<file path="src/rtl/imem_loader.sv">
// Boot loader: streams a program image into instruction memory, optionally
// pads the tail with NOPs, and holds the CPU stopped until the image is in.
module imem_loader #(
    parameter int ADDR_WIDTH = 8,
    parameter int DATA_WIDTH = 32,
    parameter bit FILL_NOP   = 1'b1
) (
    input  logic                  clk,
    input  logic                  reset,
    input  logic                  s_valid,
    output logic                  s_ready,
    input  logic [DATA_WIDTH-1:0] s_data,
    input  logic                  s_last,
    input  logic                  reload,
    output logic                  imem_we,
    output logic [ADDR_WIDTH-1:0] imem_addr,
    output logic [DATA_WIDTH-1:0] imem_wdata,
    output logic                  cpu_run,
    output logic                  load_done,
    output logic                  error,
    output logic [ADDR_WIDTH:0]   word_count
);

    localparam logic [ADDR_WIDTH-1:0] LAST_ADDR = '1;
    localparam logic [ADDR_WIDTH-1:0] ONE_A     = 1;
    localparam logic [ADDR_WIDTH:0]   ONE_C     = 1;

    typedef enum logic [2:0] {
        LOAD,
        FILL,
        START,
        RUN,
        ERR
    } state_t;

    state_t state, state_d;

    logic [ADDR_WIDTH-1:0] ptr, ptr_d, ptr_inc;
    logic                  we_d;
    logic [ADDR_WIDTH-1:0] addr_d;
    logic [DATA_WIDTH-1:0] wdata_d;
    logic                  run_d, done_d, err_d;
    logic [ADDR_WIDTH:0]   cnt_d;
    logic                  accept;

    assign s_ready = (state == LOAD) && !reset;
    assign accept  = s_valid && s_ready;
    assign ptr_inc = ptr + ONE_A;

    always_ff @(posedge clk) begin
        if (reset) state <= LOAD;
        else       state <= state_d;
    end

    always_comb begin
        state_d = state;
        unique case (state)
            LOAD: begin
                if (accept) begin
                    if (s_last)
                        state_d = (FILL_NOP && ptr != LAST_ADDR) ? FILL : START;
                    else if (ptr == LAST_ADDR)
                        state_d = ERR;
                end
            end
            FILL:     if (ptr_inc == LAST_ADDR) state_d = START;
            START:    state_d = RUN;
            RUN, ERR: if (reload) state_d = LOAD;
            default:  state_d = LOAD;
        endcase
    end

    // Next values of the registered outputs; memory address/data hold when idle.
    always_comb begin
        ptr_d   = ptr;
        we_d    = 1'b0;
        addr_d  = imem_addr;
        wdata_d = imem_wdata;
        run_d   = cpu_run;
        done_d  = load_done;
        err_d   = error;
        cnt_d   = word_count;
        unique case (state)
            LOAD: begin
                if (accept) begin
                    we_d    = 1'b1;
                    addr_d  = ptr;
                    wdata_d = s_data;
                    cnt_d   = word_count + ONE_C;
                    if (!s_last && ptr != LAST_ADDR) ptr_d = ptr_inc;
                    if (!s_last && ptr == LAST_ADDR) err_d = 1'b1;
                end
            end
            FILL: begin
                we_d    = 1'b1;
                addr_d  = ptr_inc;
                wdata_d = '0;
                ptr_d   = ptr_inc;
            end
            START: begin
                run_d  = 1'b1;
                done_d = 1'b1;
            end
            RUN, ERR: begin
                if (reload) begin
                    ptr_d  = '0;
                    cnt_d  = '0;
                    run_d  = 1'b0;
                    done_d = 1'b0;
                    err_d  = 1'b0;
                end
            end
            default: ;
        endcase
    end

    always_ff @(posedge clk) begin
        if (reset) begin
            ptr        <= '0;
            imem_we    <= 1'b0;
            imem_addr  <= '0;
            imem_wdata <= '0;
            cpu_run    <= 1'b0;
            load_done  <= 1'b0;
            error      <= 1'b0;
            word_count <= '0;
        end else begin
            ptr        <= ptr_d;
            imem_we    <= we_d;
            imem_addr  <= addr_d;
            imem_wdata <= wdata_d;
            cpu_run    <= run_d;
            load_done  <= done_d;
            error      <= err_d;
            word_count <= cnt_d;
        end
    end

endmodule

</file>
<file path="config.mk">
export PLATFORM = sky130hd
export DESIGN_NAME = imem_loader
export DESIGN_NICKNAME = d
export VERILOG_FILES = /design/src/rtl/imem_loader.sv
export SDC_FILE = /design/constraint.sdc
export NUM_CORES = 1
export LEC_CHECK = 0
export BUFFER_PORTS_ARGS = -buffer_cell sky130_fd_sc_hd__buf_2
export CAP_MARGIN = 20
export CELL_PAD_IN_SITES_DETAIL_PLACEMENT = 0
export CELL_PAD_IN_SITES_GLOBAL_PLACEMENT = 1
export CORE_UTILIZATION = 39
export DETAILED_ROUTE_END_ITERATION = 6
export PLACE_DENSITY = 0.9
export SLEW_MARGIN = 20
export SYNTH_ARGS = -nofsm -noshare
export SYNTH_HDL_FRONTEND = slang
export SYNTH_SLANG_ARGS = --single-unit
</file>
<file path="constraint.sdc">
create_clock -name clk -period 5 [get_ports clk]
set_input_delay 0.25 -clock clk [delete_from_list [all_inputs] [get_ports clk]]
set_output_delay 0.25 -clock clk [all_outputs]
set_load 0.05 [all_outputs]
</file>
## Yosys cells after proc, flatten, opt, wreduce, memory -nomap -nowiden

Index checks and enable logic that the tools add are counted.

- Flip-flop bits (word level): 63
- Input port bits: 37
- Output and inout port bits: 54
- Logic and storage cells: 66

- Add/sub/neg operators: 2
- Equality and inequality tests: 13
- Multiplexer cells: 25
- Reduce and logical (&&, ||, !) cells: 18

Operators with widths:

| cell | count |
|---|---|
| one-hot mux 32 bit (2 select lines) | 1 |
| 2-to-1 mux 32 bit | 1 |
| 2-to-1 mux 8 bit | 4 |
| one-hot mux 8 bit (3 select lines) | 1 |
| 2-to-1 mux 9 bit | 2 |
| one-hot mux 9 bit (2 select lines) | 1 |
| equality test 8 bit (second input constant) | 2 |
| one-hot mux 8 bit (2 select lines) | 1 |
| 2-to-1 mux 3 bit | 5 |
| one-hot mux 3 bit (4 select lines) | 1 |
| AND reduction 4 bit | 3 |
| adder 9 x 1 -> 9 bit (second input constant) | 1 |
| adder 8 x 1 -> 8 bit (second input constant) | 1 |
| inequality test 8 bit (second input constant) | 1 |
| equality test 3 x 2 -> 1 bit (second input constant) | 2 |
| inequality test 2 bit (second input constant) | 3 |
| one-hot mux 1 bit (2 select lines) | 3 |
| nonzero test 2 bit | 3 |
| logical AND 1 bit | 4 |
| 2-to-1 mux 1 bit | 4 |
| inequality test 2 x 1 -> 1 bit (second input constant) | 2 |
| AND reduction 2 bit | 2 |
| equality test 3 x 1 -> 1 bit (second input constant) | 1 |
| equality test 3 bit (second input constant) | 1 |
| other kinds (7) | 8 |

## Depth between registers and ports, before layout

Gate-level depths: netlist of run 1.

- Word-level depth: 5
- Mapped depth: 7
- Mapped depth without buffers: 6

## Worst setup path before layout of run 1

OpenSTA, ideal clock, no wires.

- Path kind: register -> register
- From: reg ptr[0]
- To: reg ptr[4]
- Setup time: 0.070 ns
- Arrival: 1.923 ns
- Data required time: 4.930 ns
- Setup slack: 3.006 ns
- Cell stages (with the launch flop): 8
- Buffers on the path: 1
- Period minus slack after synthesis: 1.994 ns
- Path through: dfxtp_1 > ha_1 > and3_1 > nand2_1 > o221ai_1 > buf_2 > or4b_2 > a21oi_1

- Cells in the longest elaborated chain, start to end: 4
- Elaborated cells between the ends (all ways): 8
- Those cells by class: add/sub: 1; eq/ne: 2; mux: 3; reduce/logical: 2

RTL lines:

| item | RTL line | RTL |
|---|---|---|
| from (decl) | 38 | `logic [ADDR_WIDTH-1:0] ptr, ptr_d, ptr_inc;` |
| from (signal assigned) | 128 | `ptr <= ptr_d;` |
| adder 8 x 1 -> 8 bit or inequality test 8 bit (tied branches) | 48, 90 |  |
| 2-to-1 mux 8 bit or logical AND 1 bit (tied branches) | 90 | `if (!s_last && ptr != LAST_ADDR) ptr_d = ptr_inc;` |
| 2-to-1 mux 8 bit or inequality test 2 x 1 -> 1 bit (tied branches) | n/a |  |
| one-hot mux 8 bit (3 select lines) or AND reduction 4 bit (tied branches) | n/a |  |

Parallel ways exist; a longest one is shown, timed or not. The select of a mux whose other input is x is not followed.
A chain may end at the register's enable or synchronous reset.

## Worst setup path in the final report of run 1

- From: reg ptr[1]
- To: reg ptr[4]

The elaborated chain is that of the path after synthesis.

==> flow_metrics.py, run 1 <==
metrics = {
    "setup_path": {
        "worst_reg_to_reg_setup_slack_ps": 2650,
        "crit-reg2reg-capture": "ptr[4]$_SDFFE_PP0P_",
        "timing.critical_path.to_type": "flip-flop",
        "worstSetupStartpointType": "flip-flop",
        "crit_slowest_cell": "or4b_2",
        "critical_path.cell_chain": "ha_1, and3_1, nand2_1, o221ai_1, or4b_2, a21oi_1",
        "crit_type": "flip-flop to flip-flop",
        "worstRegToRegCells": 6,
        "critical-path-max-stage-delay_ps": 740,
        "arrival_ps": 2610,
        "critical_path_required_ps": 5260,
        "reg2reg_from": "ptr[1]$_SDFFE_PP0P_",
        "critical_path_peak_fanout": 12,
        "cp.buffers_inverters": 0,
        "timing.critical_path.max_delay_family": "simple AND/OR/NAND/NOR gates",
        "startpoint": "ptr[1]$_SDFFE_PP0P_",
    },
    "detailed_routing": {
        "vias": 2701,
        "detail_route.wirelength_um": 6830,
        "post_route_ant_nets": 0,
        "dr.pass1.iters": 4,
        "drt_iter0_markers": 149,
        "remaining_drc_errors": 0,
        "drt-wirelength-per-cell_um": 12.94,
        "route.detailed.vias_per_inst": 5.116,
    },
    "synthesis": {
        "ys_seq_elements": 63,
        "synth-warning-count": 0,
        "synth.top_cell.area_share_pct": 45.28,
        "syn_inst_count": 352,
        "dominantRegCellSynth": "dfxtp_1",
        "synth.lib_cells_used.distinct": 44,
        "synth-edff-count": 0,
        "synth_top_cells_by_area": "dfxtp_1 (45%), nand2_1 (10%), a21oi_1 (9.0%)",
        "post-synth-top-count-cell": "nand2_1",
        "seq_area_frac_synth_pct": 45.28,
        "most_numerous_cell_types_in_the_synthesized_netlist": "nand2_1 (76), dfxtp_1 (63), a21oi_1 (50), nor2_1 (31), nand3_1 (18)",
        "synth_top_cell_by_area": "dfxtp_1",
        "async_flop_share_pct": 0,
        "synth.cell_area_um2": 2785,
        "synth_area_per_cell_um2": 7.912,
        "syn-num-nets": 392,
    },
    "global_routing": {
        "track_usage_pct": 19.18,
        "maximum_number_of_pins_on_one_net_before_global_route_repair": 40,
        "grt-ovfl-total": 0,
        "via_count_of_the_first_global_routing_pass": 2404,
        "first_pass_grt_wire_length_um": 11300,
        "number_of_antenna_violations_at_the_first_check_in_global_routing": 0,
    },
    "sta": {
        "max-slew-margin-rel_pct": 43.26,
        "hold_slack_ps": 143.5,
        "grt_setup_unrepaired": "no",
        "finalMaxSlewViolations": 0,
        "hold_viol_final": 0,
        "timing.final.setup_violations": 0,
        "tightest_slew_ps": 851.1,
        "fin_setup_tns_ps": 0,
        "min_period_over_period_pct": 46.95,
        "worst_clock_skew_ps": 9.195,
        "max_clock_freq_mhz": 426.0,
        "setup_slack_ps": 2653,
        "finalWorstPathRequiredPeriod_ps": 2347,
    },
    "layout": {
        "final-instance-count-excl-fill": 528,
        "antenna_cells_inserted": 0,
        "multiInputGateArea_um2": 1384,
        "n_fill_cell": 690,
        "regArea_um2": 1261,
        "layout-area-overhead-vs-synth_pct": 22.82,
        "nets": 467,
        "final_layout_size_suffix_gt1_share_pct": 27.78,
        "final_cell_area_um2": 3421,
        "post-route-util_pct": 50.07,
    },
    "clocking": {
        "cts_setup_buffers": 0,
        "cts_htree_levels": 3,
        "clk_pin_slew_ps": 80,
        "tritoncts_clock_tree": "built",
        "cts-root-buf": "clkbuf_8",
        "cts-resized-gates": 0,
        "numClockSinks": 63,
        "cts.path.max_buffers": 2,
        "post_cts_hold_buffer_count": 0,
        "clock_latency_ps": 340,
        "cts-buffers-inserted": 9,
    },
    "floorplan": {
        "fp.dieArea_um2": 7483,
        "fp.dieW_um": 86.51,
        "starting_utilization_of_the_core_area_pct": 40.77,
        "floorplan.core_area_um2": 6832,
        "pin_count": 91,
        "row_count": 30,
        "die_h_um": 86.51,
    },
    "min_path": {
        "worst_hold_path.num_cells": 3,
        "hold_class": "primary input to flip-flop",
        "beginning_of_the_worst_hold_path": "s_data[16]",
        "timing.hold.worst_endpoint": "imem_wdata[16]$_SDFFE_PP0P_",
    },
    "job": {
        "max_cap_violations": 0,
    },
    "placed_design": {
        "detailedPlace.worstSlack_ps": 2683,
        "dp.cells": 512,
        "numPortBuffers": 90,
        "finalWeightedCongestion": 0.8312,
        "detailedPlacementHpwl_um": 4694,
        "cell_area_placed_um2": 3246,
    },
    "status": {
        "outcome": "finished clean",
    },
    "power_and_ir_drop": {
        "cellPowerDensity_nw_per_um2": 350.9,
        "vdd_ir_drop_max_uv": 167.5,
        "fin_total_pwr_mw": 1.200,
        "power.static_leakage_nw": 1.435,
    },
}
-- report_power, final --
| group | switching (mW) | internal, mW | total, mW |
|---|---|---|---|
| clock | 0.200 | 0.192 | 0.393 |
| sequential | 0.0233 | 0.528 | 0.551 |
| combinational | 0.190 | 0.0659 | 0.256 |
-- cell families after synthesis --
family / Yosys count / synth area share (%)
compound gates: 89 / 19.36
xor+xnor: 9 / 2.830
fa+ha+maj: 3 / 1.348
buf+inv: 32 / 5.121
flops: 63 / 45.28
mux: 3 / 1.078
simple gates: 153 / 24.98
-- worst register-to-register path, stage by stage (launching register included) --
cell	delay [ps]
dfxtp_1	370
ha_1	270
and3_1	240
nand2_1	110
o221ai_1	380
or4b_2	740
a21oi_1	150
-- layer usage --
layer / up-vias / track usage (%) / routed length [um]
li1: 1362 / - / -
met1: 1239 / 24.90 / 3210
met2: 90 / 29.65 / 3052
met3: 10 / 7.143 / 512
met4: 0 / 5.909 / 56
met5: - / 0 / 0
-- cell type report --
cell class              instances  share of cell area [%]
inverters                       4                  0.4389
well taps                      96                   3.511
clock buffers                  11                   4.133
clock inverters                 5                  0.9876
flip-flops and latches         63                   36.87
multi-input cells             257                   40.45
repair buffers                 92                   13.61
-- sequential cells by signal (all words and copies together), names as in the netlist --
name and cells:
word_count 9, state 3, ptr 8, imem_addr 8, load_done 1, error 1, imem_we 1, imem_wdata 32
-- layout by cell type, fill, tap and decap left out, types with 2 or more instances in the layout --
cell type and instances:
o31ai_1 4, buf_2 90, nor3_1 3, and2_1 3, nor2_1 30, ha_1 3
clkinv_2 2, o2111ai_1 2, mux2i_1 3, inv_1 4, nand2_1 76, a21oi_1 50
or4_1 4, buf_4 2, or4b_2 3, or3_1 2, clkbuf_8 10, o21ai_0 15
clkinvlp_4 2, dfxtp_1 63, xnor2_1 2, a22oi_1 5, nand2b_1 2, nand3_1 18
a211oi_1 2, and4_1 2, and3_1 3, xor2_1 7, a31o_2 2
-- worst max-delay path by stage --
stage,slack (ps),to,depth (start not counted)
after detailed placement,2680,imem_addr[6]$_SDFFE_PP0P_,6
after CTS,2650,ptr[4]$_SDFFE_PP0P_,6
after floorplan,3010,ptr[4]$_SDFFE_PP0P_,7
final,2650,ptr[4]$_SDFFE_PP0P_,6
after global placement,2730,imem_addr[6]$_SDFFE_PP0P_,6
after global routing,2440,ptr[4]$_SDFFE_PP0P_,6
Note: power is estimated with default switching activity, not from simulation.
==> inputs of run 2 (changes only) <==
--- a/config.mk
+++ b/config.mk
@@ -5,13 +5,14 @@
 export SDC_FILE = /design/constraint.sdc
 export NUM_CORES = 1
 export LEC_CHECK = 0
+export ABC_AREA = 1
 export BUFFER_PORTS_ARGS = -buffer_cell sky130_fd_sc_hd__buf_2
 export CAP_MARGIN = 20
 export CELL_PAD_IN_SITES_DETAIL_PLACEMENT = 0
 export CELL_PAD_IN_SITES_GLOBAL_PLACEMENT = 1
-export CORE_UTILIZATION = 39
+export CORE_UTILIZATION = 32
 export DETAILED_ROUTE_END_ITERATION = 6
-export PLACE_DENSITY = 0.9
+export PLACE_DENSITY = 0.81
 export SLEW_MARGIN = 20
 export SYNTH_ARGS = -nofsm -noshare
 export SYNTH_HDL_FRONTEND = slang
==> constraint.sdc (replaced) <==
create_clock -name clk -period 2.08 [get_ports clk]
set_input_delay 0.104 -clock clk [delete_from_list [all_inputs] [get_ports clk]]
set_output_delay 0.104 -clock clk [all_outputs]
set_load 0.05 [all_outputs]
==> run 2 against run 1 <==
  * Utilization decreased by 7.0 points
  * Hold slack lost 130 ps
  * Global-route usage shrank 3.2 points
  * Sequential share of layout area fell by 1.6 points
  * First-iteration DRC count grew 19%
  * Combinational power grew to 6.6 times the previous value
  * Register-to-register slack got worse by 2400 ps
  * Clock power grew to 3.1 times the previous value
  * Largest cell class unchanged
  * Largest power group is now combinational logic
==> flow_metrics.py, run 2 <==
metrics = {
    "sta": {
        "worst_clock_skew_ps": 7.937,
        "max-slew-margin-rel_pct": 65.82,
        "finalMaxSlewViolations": 0,
        "grt_setup_unrepaired": "no",
        "hold_viol_final": 0,
        "setup_slack_ps": 221.1,
        "fin_setup_tns_ps": 0,
        "min_period_over_period_pct": 89.37,
        "timing.final.setup_violations": 0,
        "finalWorstPathRequiredPeriod_ps": 1859,
        "max_clock_freq_mhz": 538.0,
        "tightest_slew_ps": 512.7,
    },
    "setup_path": {
        "crit_type": "flip-flop to flip-flop",
        "critical_path.cell_chain": "ha_1, nand2_1, inv_1, nand2_1, nor2_4, a21oi_2, nand2_2, o21ai_0, a21oi_1",
        "crit_slowest_cell": "dfxtp_1",
        "critical_path_required_ps": 2300,
        "timing.critical_path.to_type": "flip-flop",
        "worstSetupStartpointType": "flip-flop",
        "critical_path.most_common_cell": "nand2_1",
        "critical_path_peak_fanout": 12,
        "arrival_ps": 2070,
        "critical-path-max-stage-delay_ps": 370,
    },
    "synthesis": {
        "syn-num-nets": 426,
        "synth_top_cells_by_area": "dfxtp_1 (45%), nand2_1 (17%), a21oi_1 (8.3%)",
        "seq_area_frac_synth_pct": 45.47,
        "synth.lib_cells_used.distinct": 31,
        "async_flop_share_pct": 0,
        "ys_seq_elements": 63,
        "synth_top_cell_by_area": "dfxtp_1",
        "synth.cell_area_um2": 2774,
        "syn_inst_count": 386,
        "synth_area_per_cell_um2": 7.186,
        "post-synth-top-count-cell": "nand2_1",
        "dominantRegCellSynth": "dfxtp_1",
        "synth-warning-count": 0,
        "most_numerous_cell_types_in_the_synthesized_netlist": "nand2_1 (128), dfxtp_1 (63), a21oi_1 (46), inv_1 (29), nor2_1 (27)",
        "synth.top_cell.area_share_pct": 45.47,
        "synth-edff-count": 0,
    },
    "global_routing": {
        "via_count_of_the_first_global_routing_pass": 2360,
        "grt-ovfl-total": 0,
        "maximum_number_of_pins_on_one_net_before_global_route_repair": 47,
        "track_usage_pct": 15.99,
        "number_of_antenna_violations_at_the_first_check_in_global_routing": 0,
        "first_pass_grt_wire_length_um": 11210,
    },
    "layout": {
        "largest_register_ff_count": 32,
        "antenna_cells_inserted": 0,
        "n_fill_cell": 863,
        "final_cell_area_um2": 3573,
        "final_cell_mix": "nand2_1 (128), buf_2 (90), dfxtp_1 (63)",
        "regMostFlops": "imem_wdata",
        "final_layout_size_suffix_gt1_share_pct": 28.57,
        "layout_commonest_cell": "nand2_1",
        "final-instance-count-excl-fill": 588,
        "layout_top_registers": "imem_wdata (32), word_count (9)",
        "layout-area-overhead-vs-synth_pct": 28.82,
        "nets": 518,
    },
    "placed_design": {
        "detailedPlace.worstSlack_ps": 267.0,
        "numPortBuffers": 90,
        "finalWeightedCongestion": 0.8310,
        "detailedPlacementHpwl_um": 5078,
        "cell_area_placed_um2": 3322,
        "dp.cells": 570,
    },
    "power_and_ir_drop": {
        "fin_total_pwr_mw": 4.418,
        "cellPowerDensity_nw_per_um2": 1236,
        "power.static_leakage_nw": 1.663,
        "vdd_ir_drop_max_uv": 437.2,
    },
    "status": {
        "outcome": "finished clean",
    },
    "floorplan": {
        "floorplan.core_area_um2": 8299,
        "pin_count": 91,
        "starting_utilization_of_the_core_area_pct": 33.42,
        "fp.dieW_um": 95.11,
        "row_count": 33,
        "die_h_um": 95.11,
        "fp.dieArea_um2": 9045,
    },
    "clocking": {
        "numClockSinks": 63,
        "cts_htree_levels": 3,
        "tritoncts_clock_tree": "built",
        "cts-root-buf": "clkbuf_8",
        "clock_latency_ps": 330,
        "cts.path.max_buffers": 2,
        "clk_pin_slew_ps": 70,
        "cts-buffers-inserted": 9,
    },
    "detailed_routing": {
        "drt-wirelength-per-cell_um": 12.17,
        "drt_iter0_markers": 178,
        "dr.pass1.iters": 4,
        "remaining_drc_errors": 0,
        "vias": 2712,
        "detail_route.wirelength_um": 7157,
        "post_route_ant_nets": 0,
        "route.detailed.vias_per_inst": 4.612,
    },
    "job": {
        "max_cap_violations": 0,
    },
    "min_path": {
        "hold_class": "primary input to flip-flop",
    },
}
## run 2: cell count changes after synthesis, sizes merged, moves of 5 or more
cell	change
inv	+33
clkbuf	-8
nand2	+57
xor2	-5
## run 2: layout make-up
cell class / count / area (um2) / share of cell area, %
clock buffers: 11 / 151.4 / 4.237
clock inverters: 5 / 80.08 / 2.241
inverters: 37 / 141.4 / 3.957
multi-input cells: 270 / 1287 / 36.03
flip-flops and latches: 63 / 1261 / 35.29
well taps: 105 / 131.4 / 3.676
repair buffers: 97 / 520.5 / 14.57
## run 2: metal layers
metal  part of all wire (%)  GRT usage [%]
met3                    4.9          3.190
met2                     46          24.94
met4                    1.1          6.692
met5                      0              0
met1                     48          21.40
## run 2: kinds of logic after synthesis
| kind of cell | count (synthesis) | synth area share, % |
|---|---|---|
| DFF | 63 | 45.47 |
| buffers and inverters | 53 | 8.119 |
| AOI/OAI and AO/OA | 75 | 15.20 |
| adders and majority gates | 3 | 1.353 |
| xor gates and xnor gates | 2 | 0.6316 |
| and+or+nand+nor | 190 | 29.23 |
## run 2: final timing paths
kind | start | to | slack [ps] | cells past startpoint
max | ptr[1]$_SDFFE_PP0P_ | ptr[0]$_SDFFE_PP0P_ | 220 | 9
min | s_data[12] | imem_wdata[12]$_SDFFE_PP0P_ | 10 | 3
max reg2reg | ptr[1]$_SDFFE_PP0P_ | ptr[0]$_SDFFE_PP0P_ | 220 | 9
min reg2reg | imem_wdata[25]$_SDFFE_PP0P_ | imem_wdata[25]$_SDFFE_PP0P_ | 460 | 2
## run 2: critical path, delay by kind of cell (launching register included)
family | cells | cell delay (ps)
and+or+nand+nor | 4 | 530
adders and majority gates | 1 | 250
DFF | 1 | 370
buffers and inverters | 1 | 70
AOI/OAI and AO/OA | 3 | 520
## run 2: through the flow
stage               util (%)  hold slack (ps)
floorplan                  -            226.1
global placement       40.03            333.5
detailed placement     40.03            345.0
CTS                    43.06           0.2005
global route           43.06           0.2636
finish                 43.06            14.37
## run 2: what timing repair did
| item | CTS | global route |
|---|---|---|
| hold endpoints to repair | 2 | 0 |
| gates resized for setup | 0 | 0 |
| buffers inserted | 0 | 0 |
| hold buffers | 2 | 0 |
## run 2: where the power goes
group	internal (mW)	switching [mW]
Clock	0.738	0.483
Combinational	0.439	1.25
Sequential	1.38	0.130
Total	2.56	1.86
==> inputs of run 3 (changes only) <==
--- a/config.mk
+++ b/config.mk
@@ -7,11 +7,11 @@
 export LEC_CHECK = 0
 export ABC_AREA = 1
 export BUFFER_PORTS_ARGS = -buffer_cell sky130_fd_sc_hd__buf_2
-export CAP_MARGIN = 20
 export CELL_PAD_IN_SITES_DETAIL_PLACEMENT = 0
 export CELL_PAD_IN_SITES_GLOBAL_PLACEMENT = 1
 export CORE_UTILIZATION = 32
 export DETAILED_ROUTE_END_ITERATION = 6
+export GPL_TIMING_DRIVEN = 0
 export PLACE_DENSITY = 0.81
 export SLEW_MARGIN = 20
 export SYNTH_ARGS = -nofsm -noshare
==> run 3 against run 2 <==
  * Final area grew 7.9%
  * Critical path depth is 2 higher
  * Die area unchanged
  * Combinational power increased by 5%
  * Via count increased by 6.6%
  * Power increased by 2.8%
  * Hold slack worse by 5.2 ps
  * Final cell count grew 6.1%
  * First-iteration DRC count down 49%
  * Sequential power barely moved
  * Register-to-register slack lost 20 ps
  * Critical endpoint is now ptr[3]$_SDFFE_PP0P_
==> flow_metrics.py, run 3 (synthesis results as in run 2) <==
metrics = {
    "placed_design": {
        "dp.cells": 581,
        "detailedPlace.worstSlack_ps": 215.3,
        "detailedPlacementHpwl_um": 5502,
        "finalWeightedCongestion": 0.8362,
        "numPortBuffers": 90,
    },
    "sta": {
        "finalWorstPathRequiredPeriod_ps": 1882,
        "fin_setup_tns_ps": 0,
        "max_clock_freq_mhz": 531.5,
        "max-slew-margin-rel_pct": 58.29,
        "timing.final.setup_violations": 0,
        "min_period_over_period_pct": 90.46,
        "tightest_slew_ps": 625.7,
        "grt_setup_unrepaired": "no",
        "hold_viol_final": 0,
        "worst_clock_skew_ps": 8.672,
        "setup_slack_ps": 198.4,
        "finalMaxSlewViolations": 0,
    },
    "layout": {
        "final_layout_size_suffix_gt1_share_pct": 27.36,
        "layout_commonest_cell": "nand2_1",
        "final_cell_mix": "nand2_1 (128), buf_2 (94), dfxtp_1 (63)",
        "final-instance-count-excl-fill": 624,
        "layout-area-overhead-vs-synth_pct": 39.02,
        "nets": 554,
        "largest_register_ff_count": 32,
        "antenna_cells_inserted": 0,
        "layout_top_registers": "imem_wdata (32), word_count (9)",
        "regMostFlops": "imem_wdata",
    },
    "min_path": {
        "timing.hold.worst_endpoint": "imem_wdata[0]$_SDFFE_PP0P_",
        "beginning_of_the_worst_hold_path": "s_data[0]",
        "worst_hold_path.num_cells": 3,
        "hold_class": "primary input to flip-flop",
    },
    "detailed_routing": {
        "detail_route.wirelength_um": 7867,
        "remaining_drc_errors": 0,
        "route.detailed.vias_per_inst": 4.635,
        "vias": 2892,
        "post_route_ant_nets": 0,
        "drt_iter0_markers": 91,
        "dr.pass1.iters": 4,
        "drt-wirelength-per-cell_um": 12.61,
    },
    "clocking": {
        "cts.path.max_buffers": 2,
        "cts_setup_buffers": 0,
        "cts-buffers-inserted": 9,
        "numClockSinks": 63,
        "clk_pin_slew_ps": 80,
        "cts_htree_levels": 3,
        "tritoncts_clock_tree": "built",
        "cts-root-buf": "clkbuf_8",
        "clock_latency_ps": 350,
    },
    "floorplan": {
        "fp.dieArea_um2": 9045,
        "starting_utilization_of_the_core_area_pct": 33.42,
        "floorplan.core_area_um2": 8299,
        "fp.dieW_um": 95.11,
        "pin_count": 91,
        "row_count": 33,
        "die_h_um": 95.11,
    },
    "setup_path": {
        "worstSetupStartpointType": "flip-flop",
        "arrival_ps": 2100,
        "timing.critical_path.to_type": "flip-flop",
        "critical_path.most_common_cell": "nand2_1",
        "critical_path.cell_chain": "ha_2, nand2_1, inv_1, nand2_1, nor2_4, a21oi_2, nand2_2, buf_6, nand2_1, o21ai_1, nor2_1",
        "critical-path-max-stage-delay_ps": 440,
        "worstRegToRegCells": 11,
        "reg2reg_from": "ptr[1]$_SDFFE_PP0P_",
        "crit_slowest_cell": "dfxtp_1",
        "crit-reg2reg-capture": "ptr[3]$_SDFFE_PP0P_",
        "critical_path_peak_fanout": 10,
        "critical_path_required_ps": 2300,
        "crit_type": "flip-flop to flip-flop",
        "worst_reg_to_reg_setup_slack_ps": 200,
    },
    "power_and_ir_drop": {
        "vdd_ir_drop_max_uv": 449.0,
        "cellPowerDensity_nw_per_um2": 1177,
        "power.static_leakage_nw": 1.788,
    },
    "global_routing": {
        "use_met2_pct": 27.80,
        "first_pass_grt_wire_length_um": 12410,
        "top_usage_layer": "met2",
        "gr-usage-met1_pct": 23.83,
        "number_of_antenna_violations_at_the_first_check_in_global_routing": 0,
        "maximum_number_of_pins_on_one_net_before_global_route_repair": 14,
        "grt-ovfl-total": 0,
        "via_count_of_the_first_global_routing_pass": 2605,
        "track_usage_pct": 17.94,
        "grt.met3_usage_pct": 3.190,
    },
    "job": {
        "max_cap_violations": 0,
    },
    "status": {
        "outcome": "finished clean",
    },
}
[run 3: layer usage]
layer  vias up  routed length, um
li1       1496                  -
met2        74               3665
met5         -                  0
met1      1310               3695
met3        12                350
met4         0                156
[run 3: worst max-delay path by stage]
| stage | cells after the start | to | from | slack (ps) |
|---|---|---|---|---|
| 2_1_floorplan | 8 | word_count[8]$_SDFFE_PP0P_ | word_count[0]$_SDFFE_PP0P_ | 370 |
| 3_3_place_gp | 11 | ptr[3]$_SDFFE_PP0P_ | ptr[1]$_SDFFE_PP0P_ | 240 |
| 3_5_place_dp | 11 | ptr[3]$_SDFFE_PP0P_ | ptr[1]$_SDFFE_PP0P_ | 220 |
| 4_1_cts | 11 | ptr[3]$_SDFFE_PP0P_ | ptr[1]$_SDFFE_PP0P_ | 200 |
| 5_1_grt | 11 | ptr[3]$_SDFFE_PP0P_ | ptr[1]$_SDFFE_PP0P_ | 20 |
| 6_report | 11 | ptr[3]$_SDFFE_PP0P_ | ptr[1]$_SDFFE_PP0P_ | 200 |
[run 3: what timing repair did]
action	CTS	global route
hold buffers	27	0
endpoints found under the setup margin	0	3
hold endpoints to repair	27	0
gates resized for setup	0	1
[run 3: metrics by stage]
stage	util (%)	total power, mW	hold slack (ps)	area, um2
final	46.46	4.541	9.208	3856
after global placement	40.43	3.261	334.5	3356
after global routing	46.46	4.818	7.691	3856
after detailed placement	40.43	3.278	339.1	3356
after CTS	46.43	4.564	1.569	3854
after floorplan	-	2.860	226.1	2774
[run 3: final cells by class]
class / count / area [um2]
plain buffers: 16 / 83.83
clock inverters: 7 / 103.9
clock buffers: 9 / 123.9
inverters: 37 / 141.4
flip-flops and latches: 63 / 1261
fillers: 839 / 4443
multi-input cells: 270 / 1290
well taps: 105 / 131.4
repair buffers: 117 / 720.7
[run 3: report_power, final]
part	switching, mW	leakage [nW]	internal [mW]
sequential	0.131	0.512	1.38
combinational	1.28	1.16	0.500
clock	0.557	0.114	0.689
total	1.97	1.79	2.57
[run 3: worst max-delay path, delay by kind of cell, from the launching register on]
kind / cells / cell delay, ps
flip-flops: 1 / 440
AND/OR/NAND/NOR: 6 / 580
AO/OA/AOI/OAI: 2 / 210
buffers and inverters: 2 / 240
adder cells (fa/ha/maj): 1 / 260
